==> src/rtl/alu_pkg.sv <==
// Shared definitions for the sequential ALU: opcode values, FSM states and
// the multi-cycle opcode classifier.
package alu_pkg;

  localparam logic [3:0] OP_AND  = 4'd0;
  localparam logic [3:0] OP_OR   = 4'd1;
  localparam logic [3:0] OP_ADD  = 4'd2;
  localparam logic [3:0] OP_SUB  = 4'd6;
  localparam logic [3:0] OP_SLT  = 4'd7;
  localparam logic [3:0] OP_MULU = 4'd8;
  localparam logic [3:0] OP_DIVU = 4'd9;
  localparam logic [3:0] OP_REMU = 4'd10;
  localparam logic [3:0] OP_NOR  = 4'd12;

  typedef enum logic [1:0] {
    S_IDLE = 2'd0,
    S_BUSY = 2'd1,
    S_DONE = 2'd2
  } state_t;

  function automatic logic is_multicycle(input logic [3:0] op);
    return (op == OP_MULU) || (op == OP_DIVU) || (op == OP_REMU);
  endfunction

endpackage

==> src/rtl/seq_alu_if.sv <==
// Request/response bundle of the sequential ALU.
//   in_valid/in_ready/control/input1/input2 : request handshake and operands
//   out_valid/out_ready/out/zero/illegal    : response handshake and result
// master = requester (operand muxes), slave = the ALU.
interface seq_alu_if #(
  parameter int WIDTH = 32
);
  logic             in_valid;
  logic             in_ready;
  logic [3:0]       control;
  logic [WIDTH-1:0] input1;
  logic [WIDTH-1:0] input2;
  logic             out_valid;
  logic             out_ready;
  logic [WIDTH-1:0] out;
  logic             zero;
  logic             illegal;

  modport master (
    output in_valid, control, input1, input2, out_ready,
    input  in_ready, out_valid, out, zero, illegal
  );

  modport slave (
    input  in_valid, control, input1, input2, out_ready,
    output in_ready, out_valid, out, zero, illegal
  );
endinterface

==> src/rtl/seq_alu_muldiv.sv <==
// Iterative unsigned multiply / divide / remainder datapath.
//   clk, rst_n : clock, async active-low reset
//   start      : load operands a/b and opcode op, begin WIDTH iterations
//   done       : high in the cycle of the final iteration
//   result     : valid while done (post-final-iteration value)
module seq_alu_muldiv
  import alu_pkg::*;
#(
  parameter int WIDTH = 32,
  parameter int CNT_W = $clog2(WIDTH) + 1
) (
  input  logic             clk,
  input  logic             rst_n,
  input  logic             start,
  input  logic [3:0]       op,
  input  logic [WIDTH-1:0] a,
  input  logic [WIDTH-1:0] b,
  output logic             done,
  output logic [WIDTH-1:0] result
);

  // acc : product accumulator (MULU) or partial remainder (DIVU/REMU)
  // opa : multiplier shifted right, or dividend shifting into quotient
  // opb : multiplicand shifted left, or divisor
  logic             busy;
  logic             is_mul;
  logic             is_rem;
  logic [CNT_W-1:0] cnt;
  logic [WIDTH-1:0] acc;
  logic [WIDTH-1:0] opa;
  logic [WIDTH-1:0] opb;

  logic [WIDTH-1:0] mul_acc_nx;
  logic [WIDTH:0]   trial;
  logic             ge;
  logic [WIDTH-1:0] rem_nx;
  logic [WIDTH-1:0] quo_nx;

  always_comb begin
    mul_acc_nx = opa[0] ? (acc + opb) : acc;
    // Restoring step: bring in the next dividend bit, subtract if it fits.
    // A zero divisor always fits, giving an all-ones quotient and the
    // dividend as remainder.
    trial  = {acc, opa[WIDTH-1]};
    ge     = (trial >= {1'b0, opb});
    rem_nx = ge ? (trial[WIDTH-1:0] - opb) : trial[WIDTH-1:0];
    quo_nx = {opa[WIDTH-2:0], ge};
  end

  assign done   = busy && (cnt == CNT_W'(1));
  assign result = is_mul ? mul_acc_nx : (is_rem ? rem_nx : quo_nx);

  always_ff @(posedge clk or negedge rst_n) begin
    if (!rst_n) begin
      busy   <= 1'b0;
      is_mul <= 1'b0;
      is_rem <= 1'b0;
      cnt    <= '0;
      acc    <= '0;
      opa    <= '0;
      opb    <= '0;
    end else if (start) begin
      busy   <= 1'b1;
      is_mul <= (op == OP_MULU);
      is_rem <= (op == OP_REMU);
      cnt    <= CNT_W'(WIDTH);
      acc    <= '0;
      opa    <= a;
      opb    <= b;
    end else if (busy) begin
      cnt <= cnt - CNT_W'(1);
      if (is_mul) begin
        acc <= mul_acc_nx;
        opa <= opa >> 1;
        opb <= opb << 1;
      end else begin
        acc <= rem_nx;
        opa <= quo_nx;
      end
      if (cnt == CNT_W'(1)) busy <= 1'b0;
    end
  end

endmodule

==> src/rtl/seq_alu.sv <==
// Registered EX-stage ALU with valid/ready handshake.
//   clk, rst_n : clock, async active-low reset
//   bus        : seq_alu_if slave (request, operands, result, zero, illegal)
// Single-cycle ops complete one cycle after accept; MULU/DIVU/REMU run
// WIDTH iterations in seq_alu_muldiv and complete WIDTH+1 cycles after accept.
module seq_alu
  import alu_pkg::*;
#(
  parameter int WIDTH = 32,
  parameter int CNT_W = $clog2(WIDTH) + 1
) (
  input  logic     clk,
  input  logic     rst_n,
  seq_alu_if.slave bus
);

  state_t           state;
  logic [WIDTH-1:0] out_q;
  logic             zero_q;
  logic             illegal_q;

  logic             accept;
  logic             md_start;
  logic             md_done;
  logic [WIDTH-1:0] md_result;
  logic [WIDTH-1:0] simple_res;
  logic             simple_ill;

  assign bus.in_ready  = (state == S_IDLE) || ((state == S_DONE) && bus.out_ready);
  assign bus.out_valid = (state == S_DONE);
  assign bus.out       = out_q;
  assign bus.zero      = zero_q;
  assign bus.illegal   = illegal_q;

  assign accept   = bus.in_valid && bus.in_ready;
  assign md_start = accept && is_multicycle(bus.control);

  always_comb begin
    simple_res = '0;
    simple_ill = 1'b0;
    case (bus.control)
      OP_AND: simple_res = bus.input1 & bus.input2;
      OP_OR:  simple_res = bus.input1 | bus.input2;
      OP_ADD: simple_res = bus.input1 + bus.input2;
      OP_SUB: simple_res = bus.input1 - bus.input2;
      OP_SLT: simple_res = {{(WIDTH-1){1'b0}}, (bus.input1 < bus.input2)};
      OP_NOR: simple_res = ~(bus.input1 | bus.input2);
      default: begin
        simple_res = '1;
        simple_ill = 1'b1;
      end
    endcase
  end

  seq_alu_muldiv #(
    .WIDTH (WIDTH),
    .CNT_W (CNT_W)
  ) u_muldiv (
    .clk    (clk),
    .rst_n  (rst_n),
    .start  (md_start),
    .op     (bus.control),
    .a      (bus.input1),
    .b      (bus.input2),
    .done   (md_done),
    .result (md_result)
  );

  // Acceptance is handled ahead of the per-state logic: it can only occur
  // in IDLE or in DONE with out_ready, and both paths behave identically.
  always_ff @(posedge clk or negedge rst_n) begin
    if (!rst_n) begin
      state     <= S_IDLE;
      out_q     <= '0;
      zero_q    <= 1'b1;
      illegal_q <= 1'b0;
    end else if (accept) begin
      if (is_multicycle(bus.control)) begin
        state     <= S_BUSY;
        illegal_q <= 1'b0;
      end else begin
        state     <= S_DONE;
        out_q     <= simple_res;
        zero_q    <= (simple_res == '0);
        illegal_q <= simple_ill;
      end
    end else begin
      case (state)
        S_BUSY: begin
          if (md_done) begin
            state  <= S_DONE;
            out_q  <= md_result;
            zero_q <= (md_result == '0);
          end
        end
        S_DONE: begin
          if (bus.out_ready) state <= S_IDLE;
        end
        default: ;
      endcase
    end
  end

endmodule

==> src/flat_wrapper.sv <==
// flat-port wrapper written by rule: the top's interface ports become plain ports
module seq_alu_flat import alu_pkg::*;
#(
  parameter int WIDTH = 32,
  parameter int CNT_W = $clog2(WIDTH) + 1
)
  (clk, rst_n, bus_in_valid, bus_control, bus_input1, bus_input2, bus_out_ready, bus_in_ready, bus_out_valid, bus_out, bus_zero, bus_illegal);
  seq_alu_if #(.WIDTH(WIDTH)) bus_i ();
  input  logic clk;
  input  logic rst_n;
  input wire logic [$bits(bus_i.in_valid)-1:0] bus_in_valid;
  input wire logic [$bits(bus_i.control)-1:0] bus_control;
  input wire logic [$bits(bus_i.input1)-1:0] bus_input1;
  input wire logic [$bits(bus_i.input2)-1:0] bus_input2;
  input wire logic [$bits(bus_i.out_ready)-1:0] bus_out_ready;
  output wire logic [$bits(bus_i.in_ready)-1:0] bus_in_ready;
  output wire logic [$bits(bus_i.out_valid)-1:0] bus_out_valid;
  output wire logic [$bits(bus_i.out)-1:0] bus_out;
  output wire logic [$bits(bus_i.zero)-1:0] bus_zero;
  output wire logic [$bits(bus_i.illegal)-1:0] bus_illegal;
  assign bus_i.in_valid = bus_in_valid;
  assign bus_i.control = bus_control;
  assign bus_i.input1 = bus_input1;
  assign bus_i.input2 = bus_input2;
  assign bus_i.out_ready = bus_out_ready;
  assign bus_in_ready = bus_i.in_ready;
  assign bus_out_valid = bus_i.out_valid;
  assign bus_out = bus_i.out;
  assign bus_zero = bus_i.zero;
  assign bus_illegal = bus_i.illegal;
  seq_alu #(.WIDTH(WIDTH), .CNT_W(CNT_W)) u_core (.clk(clk), .rst_n(rst_n), .bus(bus_i));
endmodule
==> config.mk <==
export PLATFORM = sky130hd
export DESIGN_NAME = seq_alu_flat
export DESIGN_NICKNAME = d
export VERILOG_FILES = /design/src/rtl/alu_pkg.sv /design/src/rtl/seq_alu_if.sv /design/src/rtl/seq_alu_muldiv.sv /design/src/rtl/seq_alu.sv /design/src/flat_wrapper.sv
export SDC_FILE = /design/constraint.sdc
export NUM_CORES = 1
export LEC_CHECK = 0
export CAP_MARGIN = 10
export CORE_ASPECT_RATIO = 2
export CORE_MARGIN = 5
export CORE_UTILIZATION = 23
export CTS_BUF_LIST = sky130_fd_sc_hd__clkbuf_4 sky130_fd_sc_hd__clkbuf_8
export DETAILED_ROUTE_END_ITERATION = 10
export HOLD_SLACK_MARGIN = 0.05
export PLACE_DENSITY = 0.38
export SYNTH_ARGS = -nofsm -noshare
export SYNTH_HDL_FRONTEND = slang
export SYNTH_HIERARCHICAL = 1
export SYNTH_SLANG_ARGS = --single-unit
==> constraint.sdc <==
create_clock -name clk -period 3.4 [get_ports clk]
set_input_delay 1.02 -clock clk [delete_from_list [all_inputs] [get_ports clk]]
set_output_delay 1.02 -clock clk [all_outputs]
set_load 0.02 [all_outputs]
**Word level (Yosys, flattened, before mapping)**

Cells that the tools add are included.

- Add/sub/neg operators: 5
- Magnitude comparators: 2
- Eq/ne operators: 14
- Muxes and demuxes: 34
- Bitwise operators: 3
- Reductions and logical operators: 20

Operator list:

| operator | number |
|---|---|
| 2-to-1 mux 32 bit | 17 |
| case mux 32 bit (6 select lines) | 1 |
| adder 32 bit | 2 |
| zero test 32 bit | 2 |
| subtractor 32 bit | 2 |
| greater-or-equal comparator 33 x 32 -> 1 bit | 1 |
| bitwise AND 32 bit | 1 |
| less-than comparator 32 bit | 1 |
| inverter 32 bit | 1 |
| bitwise OR 32 bit | 1 |
| == test 4 bit (second input constant) | 4 |
| 2-to-1 mux 6 bit | 2 |
| 2-to-1 mux 1 bit | 9 |
| == test 4 x 3 -> 1 bit (second input constant) | 2 |
| 2-to-1 mux 2 bit | 4 |
| nonzero test 2 bit | 4 |
| == test 6 x 1 -> 1 bit (second input constant) | 1 |
| AND reduction 3 bit | 2 |
| OR reduction 6 bit | 1 |
| subtractor 6 x 1 -> 6 bit (second input constant) | 1 |
| == test 4 x 1 -> 1 bit (second input constant) | 1 |
| == test 4 x 2 -> 1 bit (second input constant) | 1 |
| logical AND 1 bit | 4 |
| zero test 4 bit | 1 |
| other kinds (10) | 12 |

- Flip-flop bits (word level): 141
- Output and inout port bits: 36
- Logic and storage cells: 89

**Longest topological paths before layout**

- Depth in word-level cells: 8
- Gate-level depth with buffers: 19
- Depth with buffers taken out: 18

**Hierarchy**

The synthesis kept the hierarchy.

By module, submodules not included:

| module | instances | cells each | area each (µm²) |
|---|---|---|---|
| seq_alu_muldiv | 1 | 1279 | 10104.7 |
| seq_alu | 1 | 1114 | 7552.2 |

**Worst setup path before layout**

No wires, ideal clock.

- Path kind: input port to flip-flop
- Start: input bus_input1[0]
- End: register u_core.zero_q, in the netlist u_core/bus.zero
- Setup time: 0.072 ns
- Data arrival time: 4.087 ns
- Path slack: -0.759 ns
- Stages on the path: 15
- Buffers on the path: 0
- Cell sequence: ha_1 > inv_1 > fa_1 > and2b_1 > o211ai_1 > a211oi_2 > nor3_1 > o31a_1 > o31a_1 > o211ai_2 > a2111oi_1 > a311oi_2 > nand4_1 > or4_1 > o21ai_1

- Longest elaborated chain between the ends: 6
- Elaborated cells on any way between the ends: 10
- Classes of those cells: add/sub: 2; order compare: 1; mux: 3; bitwise: 3; reduce/logical: 1

RTL lines:

| element | line | RTL |
|---|---|---|
| start: declaration | flat_wrapper.sv:13 | `input wire logic [$bits(bus_i.input1)-1:0] bus_input1;` |
| branches (longest 2 deep; another with subtractor 32 bit) | n/a |  |
| case mux 32 bit (6 select lines) (*) | seq_alu.sv:41 | `case (bus.control)` |
| zero test 32 bit (*) | seq_alu.sv:84 | `zero_q <= (simple_res == '0);` |
| 2-to-1 mux 1 bit (*) | seq_alu.sv:78 | `if (is_multicycle(bus.control)) begin` |
| 2-to-1 mux 1 bit (*) | seq_alu.sv:77 | `end else if (accept) begin` |
| end signal: assignment | seq_alu.sv:84 |  |
| end signal: assignment | seq_alu.sv:93 | `zero_q <= (md_result == '0);` |
| end: declaration | seq_alu.sv:19 | `logic zero_q;` |

Every way passes the cells marked *. The select of a mux whose other input is x is not followed.
A chain may end at the register's enable or synchronous reset.

**Worst setup path after layout**

- Start: register u_core.u_muldiv.opa[31]
- End: register u_core.zero_q, in the netlist u_core/bus.zero

- Longest elaborated chain between the ends: 8
- Elaborated cells on any way between the ends: 9
- Classes of those cells: add/sub: 1; order compare: 1; mux: 6; reduce/logical: 1

RTL lines:

| element | line | RTL |
|---|---|---|
| start: declaration | seq_alu_muldiv.sv:30 | `logic [WIDTH-1:0] opa;` |
| start signal: assignment | seq_alu_muldiv.sv:74 | `opa <= opa >> 1;` |
| start signal: assignment | seq_alu_muldiv.sv:78 | `opa <= quo_nx;` |
| subtractor 32 bit or greater-or-equal comparator 33 x 32 -> 1 bit (tied branches) | seq_alu_muldiv.sv:46, seq_alu_muldiv.sv:45 |  |
| 2-to-1 mux 32 bit (*) | seq_alu_muldiv.sv:46 | `rem_nx = ge ? (trial[WIDTH-1:0] - opb) : trial[WIDTH-1:0];` |
| 2-to-1 mux 32 bit (*) (2 in a row) | seq_alu_muldiv.sv:51 | `assign result = is_mul ? mul_acc_nx : (is_rem ? rem_nx : quo_nx);` |
| net u_core.md_result[24] | seq_alu.sv:25 | `logic [WIDTH-1:0] md_result;` |
| zero test 32 bit (*) | seq_alu.sv:93 |  |
| 2-to-1 mux 1 bit (*) | seq_alu.sv:90 | `if (md_done) begin` |
| 2-to-1 mux 1 bit (*) | seq_alu.sv:88 | `case (state)` |
| 2-to-1 mux 1 bit (*) | seq_alu.sv:77 |  |

Mark *: on every way through the listed nets, which the timed path passes. The rest lies on a longest branch. The select of a mux whose other input is x is not followed.

==> impl_metrics.toml <==
[run_status]
status = "complete, but fails checks"
violations = "setup timing"

[logic_synthesis]
mappedNetlistArea_sq_um = 17700
synth_area_per_cell_sq_um = 7.38
ys_seq_area_share_pct = 20.0
synth_top_area_cell = "dfrtp_1"
synth-seq-cells = 141
yosys_warnings = 6
synth-edff-count = 0
synthDistinctLibCells = 99
syn_inst = 2393
synth_top_area_share_pct = 19.8
synth.area.top_cells = "dfrtp_1 20%, ha_1 12%, o21ai_0 7.5%"
async_flop_share_pct = 100
ys.flop_type = "dfrtp_1"
synth_fp_nets = 2640

[route]
dr.first_iter.drc_count = 1301
via_per_inst = 5.02
antenna_left = 0
vias = 21700
drcViolationCount = 0
firstDrtPassIters = 5
routed_wl_mm = 96.7
routedWlPerCell_um = 22.4

[final_layout]
drive_gt1_share_pct = 41.9
nets = 3541
area_growth_syn_to_layout_pct = 67.3
finalInstanceArea_sq_um = 29500
layout_common_cells = "832 x buf_4, 244 x nand2_1, 205 x o21ai_0"
finalNonFillerCells = 4323
final_common_cell = "buf_4"

[sta]
setup_ws_ps = -699
skew_ps = 23.4
hold_viol = 0
worst_pin_slew_ps = 927
max_slew_margin_pct = 38.2
post-route-min-period_ps = 4100
fmax_mhz = 244
setup_tns_ps = -6810
slew_violations = 0
rsz0062_at_grt = "true"
finalCritPeriodShare_pct = 121
setup_viol = 30

[clock_tree]
cts_root_buf = "clkbuf_8"
numClockSinks = 141
cts_buffers = 17
insertion_delay_ps = 550
cts_max_level = 4
path_clk_slew_ps = 110
tritoncts = "done"
clk_path_buf_depth = 2

[place]
placed_area_sq_um = 26000
gp_congestion = 0.949
dpl.cell_count = 4194
dp_slack_ps = -1880
dpl.hpwl_mm = 79.4
port_buffers = 107

[pwr]
max-vdd-ir-drop_v = 0.000261
p_leak_uw = 0.0136
total_power_uw = 5280
p_per_area_nw_per_um2 = 179

[job]
drv_cap = 0

[floorplanning]
die_h_um = 402
die_x_um = 206
initial_core_util_pct = 23.2
core_area_sq_um = 76000
die-area_sq_um = 82700
boundaryPins = 108
rows = 143

[global_route]
grt_pass1_wl_mm = 142
grt_overflow_total = 0
antenna_found_initial = 1
globalRouteTotalUtil_pct = 22.8
first_global_vias = 22800
grt_max_degree = 78

[worst_setup_path]
critPathLaunchType = "register"
arrival_ps = 4590
critical_path_class = "reg -> reg"
required_ps = 3890
cp-end-kind = "register"
crit_buf_inv = 8
path_cells = "inv_2 -> buf_12 -> ha_4 -> inv_2 -> fa_2 -> a21o_1 -> a221oi_2 -> buf_4 -> o211ai_4 -> buf_6 -> nand2_4 -> o311ai_4 -> buf_4 -> a21oi_4 -> xnor2_2 -> mux2i_1 -> a211oi_2 -> buf_4 -> nor4_4 -> buf_4 -> nand4_1 -> nor3_2 -> a22oi_1 -> o21ai_1"
crit_family = "compound AO/OA/AOI/OAI gates"
max_stage_delay_ps = 400
path_common_cell = "buf_4"
path_max_fanout = 4
crit_slowest_cell = "dfrtp_1"

[worst_hold_path]
hold_path.class = "in -> async"
power breakdown:
part           leakage, uW  internal [uW]  switching [uW]
registers          0.00187           1680               0
clock network     0.000191            631             866
logic               0.0115           1010            1100
total               0.0136           3310            1960
state kept, by name, summed over array words and instances (netlist names):
name,count
u_core/bus.out,32
u_core/u_muldiv/is_rem,1
u_core/state,2
u_core/u_muldiv/opa,32
u_core/u_muldiv/acc,32
u_core/u_muldiv/is_mul,1
u_core/bus.illegal,1
u_core/u_muldiv/opb,32
u_core/u_muldiv/cnt,6
u_core/u_muldiv/busy,1
u_core/bus.zero,1
kinds of logic after synthesis:
family          share of synthesized area [%]
buf+inv                                  7.09
mux                                      7.26
xor+xnor                                 3.92
flops                                    20.0
simple gates                             17.0
compound gates                           32.2
fa+ha+maj                                12.6
worst paths after layout:
path	cells past startpoint	end	startpoint	slack (ps)
worst min register to register	2	u_core/bus.out[11]$_DFFE_PN0P_	u_core/bus.out[11]$_DFFE_PN0P_	490
worst max register to register	24	u_core/bus.zero$_DFFE_PN1P_	u_core/u_muldiv/opa[31]$_DFFE_PN0P_	-700
worst min-delay path	1	u_core/bus.out[4]$_DFFE_PN0P_	rst_n	410
worst max-delay path	24	u_core/bus.zero$_DFFE_PN1P_	u_core/u_muldiv/opa[31]$_DFFE_PN0P_	-700
min in group clk	2	u_core/bus.out[11]$_DFFE_PN0P_	u_core/bus.out[11]$_DFFE_PN0P_	490
max in group asynchronous	3	u_core/u_muldiv/opb[17]$_DFFE_PN0P_	rst_n	2100
timing repair:
action	4_1_cts	5_1_grt
buffers inserted	95	30
pin swaps	182	90
endpoints found under the setup margin	56	43
hold buffers	0	0
hold endpoints to repair	0	0
gates resized for setup	564	143
through the flow:
step | hold WS, ps | utilization [%]
5_1_grt | 426 | 38.9
3_3_place_gp | 470 | 34.2
2_1_floorplan | 471 | -
6_report | 414 | 38.9
3_5_place_dp | 471 | 34.2
4_1_cts | 393 | 38.0
layer usage:
metal	up-vias	GRT usage [%]	wire length, um
met5	-	0	0
met4	0	13.0	6150
li1	10500	-	-
met1	10500	24.1	35600
met3	205	1.56	2510
met2	550	43.4	52500
cell type report:
type	count	area, sq um
antenna	1	2.50
clock buffer	19	262
clock inverter	13	128
fill	7978	46500
inverter	156	621
multi-input combinational	1944	15200
sequential	141	3540
tap	1015	1270
timing repair buffer	1034	8540
Yosys cell counts, drive strengths merged, types with 11 or more instances:
library cell	instances
inv	154
or3	11
nor2b	21
xnor2	57
a22oi	13
mux2i	113
o21bai	17
a221oi	11
ha	171
nand2b	13
nor2	204
a211o	19
o22ai	22
o211ai	35
nor3	28
a31oi	23
nor4	21
dfrtp	140
clkbuf	103
nand2	256
a211oi	35
nand4	22
xor2	22
o31ai	19
mux2	13
nand3	41
buf	49
o21a	26
o21ai	270
a21o	59
a21oi	250
and3	11
No activity file was read; power rests on OpenSTA's default activity.
==> RTL edit, RTL diff (config.mk and constraints unchanged) <==
Encoding of `state_t`: now one-hot (3 bits for 3 states).
--- a/src/rtl/alu_pkg.sv
+++ b/src/rtl/alu_pkg.sv
@@ -12,10 +12,10 @@
   localparam logic [3:0] OP_REMU = 4'd10;
   localparam logic [3:0] OP_NOR  = 4'd12;
 
-  typedef enum logic [1:0] {
-    S_IDLE = 2'd0,
-    S_BUSY = 2'd1,
-    S_DONE = 2'd2
+  typedef enum logic [2:0] {
+    S_IDLE = 3'b001,
+    S_BUSY = 3'b010,
+    S_DONE = 3'b100
   } state_t;
 
   function automatic logic is_multicycle(input logic [3:0] op);
Check against the original RTL: no difference found for any inputs over 4 cycles, from zero or initial values and one cycle with rst_n low; so few cycles prove little.
==> RTL edit against the unedited design <==
The run still ends with negative setup slack left. Design area is 4.1% higher. Clock skew is 10 ps higher. Sequential cell count is 1 higher. Critical path depth is 2 lower. Wire length is 9.0% higher. Sequential share of layout area is 0.36 points lower. Synthesized cell count is 1.6% higher. Area after synthesis is 3.8% higher. Setup slack worse by 320 ps. Critical path type unchanged. Highest routed layer unchanged.
Power is left out: it rests on default switching activity, and per cell area and clock period it moved more than threefold.
==> RTL edit: results (changes against the unedited design) <==
standard cell with the maximum stage delay on the critical path=or4_4; post-synthesis sequential area ratio=0.1941 (-0.005802); synthesized-area fraction occupied by ao, oa, aoi and oai cells=0.3347 (+0.01266); iteration-0 DRC count of the detailed router=1325 (+1.8%); # placed instances=4293 (+2.4%); CP Launch Point=u_core/u_muldiv/acc[2]$_DFFE_PN0P_; outcome=complete, but fails checks; final setup violation count=26 (-13%); share of cell area taken by muxes after synthesis=0.07178 (-0.0007825); final setup skew=33.59 ps (+10.21 ps); Final HPWL DP=87700 um (+11%); via count of the first global-routing pass=23.85k (+4.8%); global-route wire length before repair=152300 um (+7.5%); violated checks=negative setup slack; CP Max Fanout=3 (-1); top post-synthesis cells by count=nand2_1, o21ai_0, a21oi_1, nor2_1, ha_1; length in cells of the worst reg-to-reg path=22 (-8.3%); number of rows created at floorplan=146 (+2.1%); crit path DAT=4880 ps (+290 ps); fin worst setup slack=-1020 ps (-320.9 ps); total negative setup slack=-4010 ps (+2798 ps); non-filler instance count after layout=4398 (+1.7%); proportion of layout cells with a drive suffix above 1=0.4318 (+0.01334); Post-CTS Setup Bufs=66 (-31%); synthesized-area fraction occupied by adder cells=0.1212 (-0.004550); pre-CTS setup slack=-1936 ps (-59.50 ps); Fin Hold WS=444.6 ps (+30.89 ps); syn nets=2679 (+1.5%); Post-Syn Instances=2432 (+1.6%); Avg WL per Cell=23.98 um (+7.2%); routability congestion estimate from global placement=1.005 (+5.9%); number of antenna violations at the first check in global routing=2 (+1); drt first pass iters=7 (+2); Worst Tran Pin Value=1030 ps (+103.2 ps)
-- RTL edit: worst max-delay path, delay by kind of cell (launching register included) --
family                   cells  cell delay [ps]
buffers and inverters        6              960
flip-flops                   1              420
XOR/XNOR                     1              110
adder cells (fa/ha/maj)      1              360
AO/OA/AOI/OAI                8              920
AND/OR/NAND/NOR              5             1330
multiplexers                 1              210
-- RTL edit: cell type report --
class,count,area (sq um)
Fill cell,8129,48350
Multi-Input combinational cell,1975,16000
Timing Repair Buffer,1053,8830
Sequential cell,142,3571
Tap cell,1036,1296
Inverter,160,644.4
Clock buffer,20,262.8
Clock inverter,10,140.1
Antenna cell,2,5.005
-- RTL edit: routing by layer --
layer / vias up / share of wire / track usage
met1: 10950 / 0.36 / 0.2408
li1: 10730 / - / -
met3: 225 / 0.021 / 0.01489
met4: 0 / 0.070 / 0.1508
met2: 555 / 0.55 / 0.4582
met5: - / 0 / 0
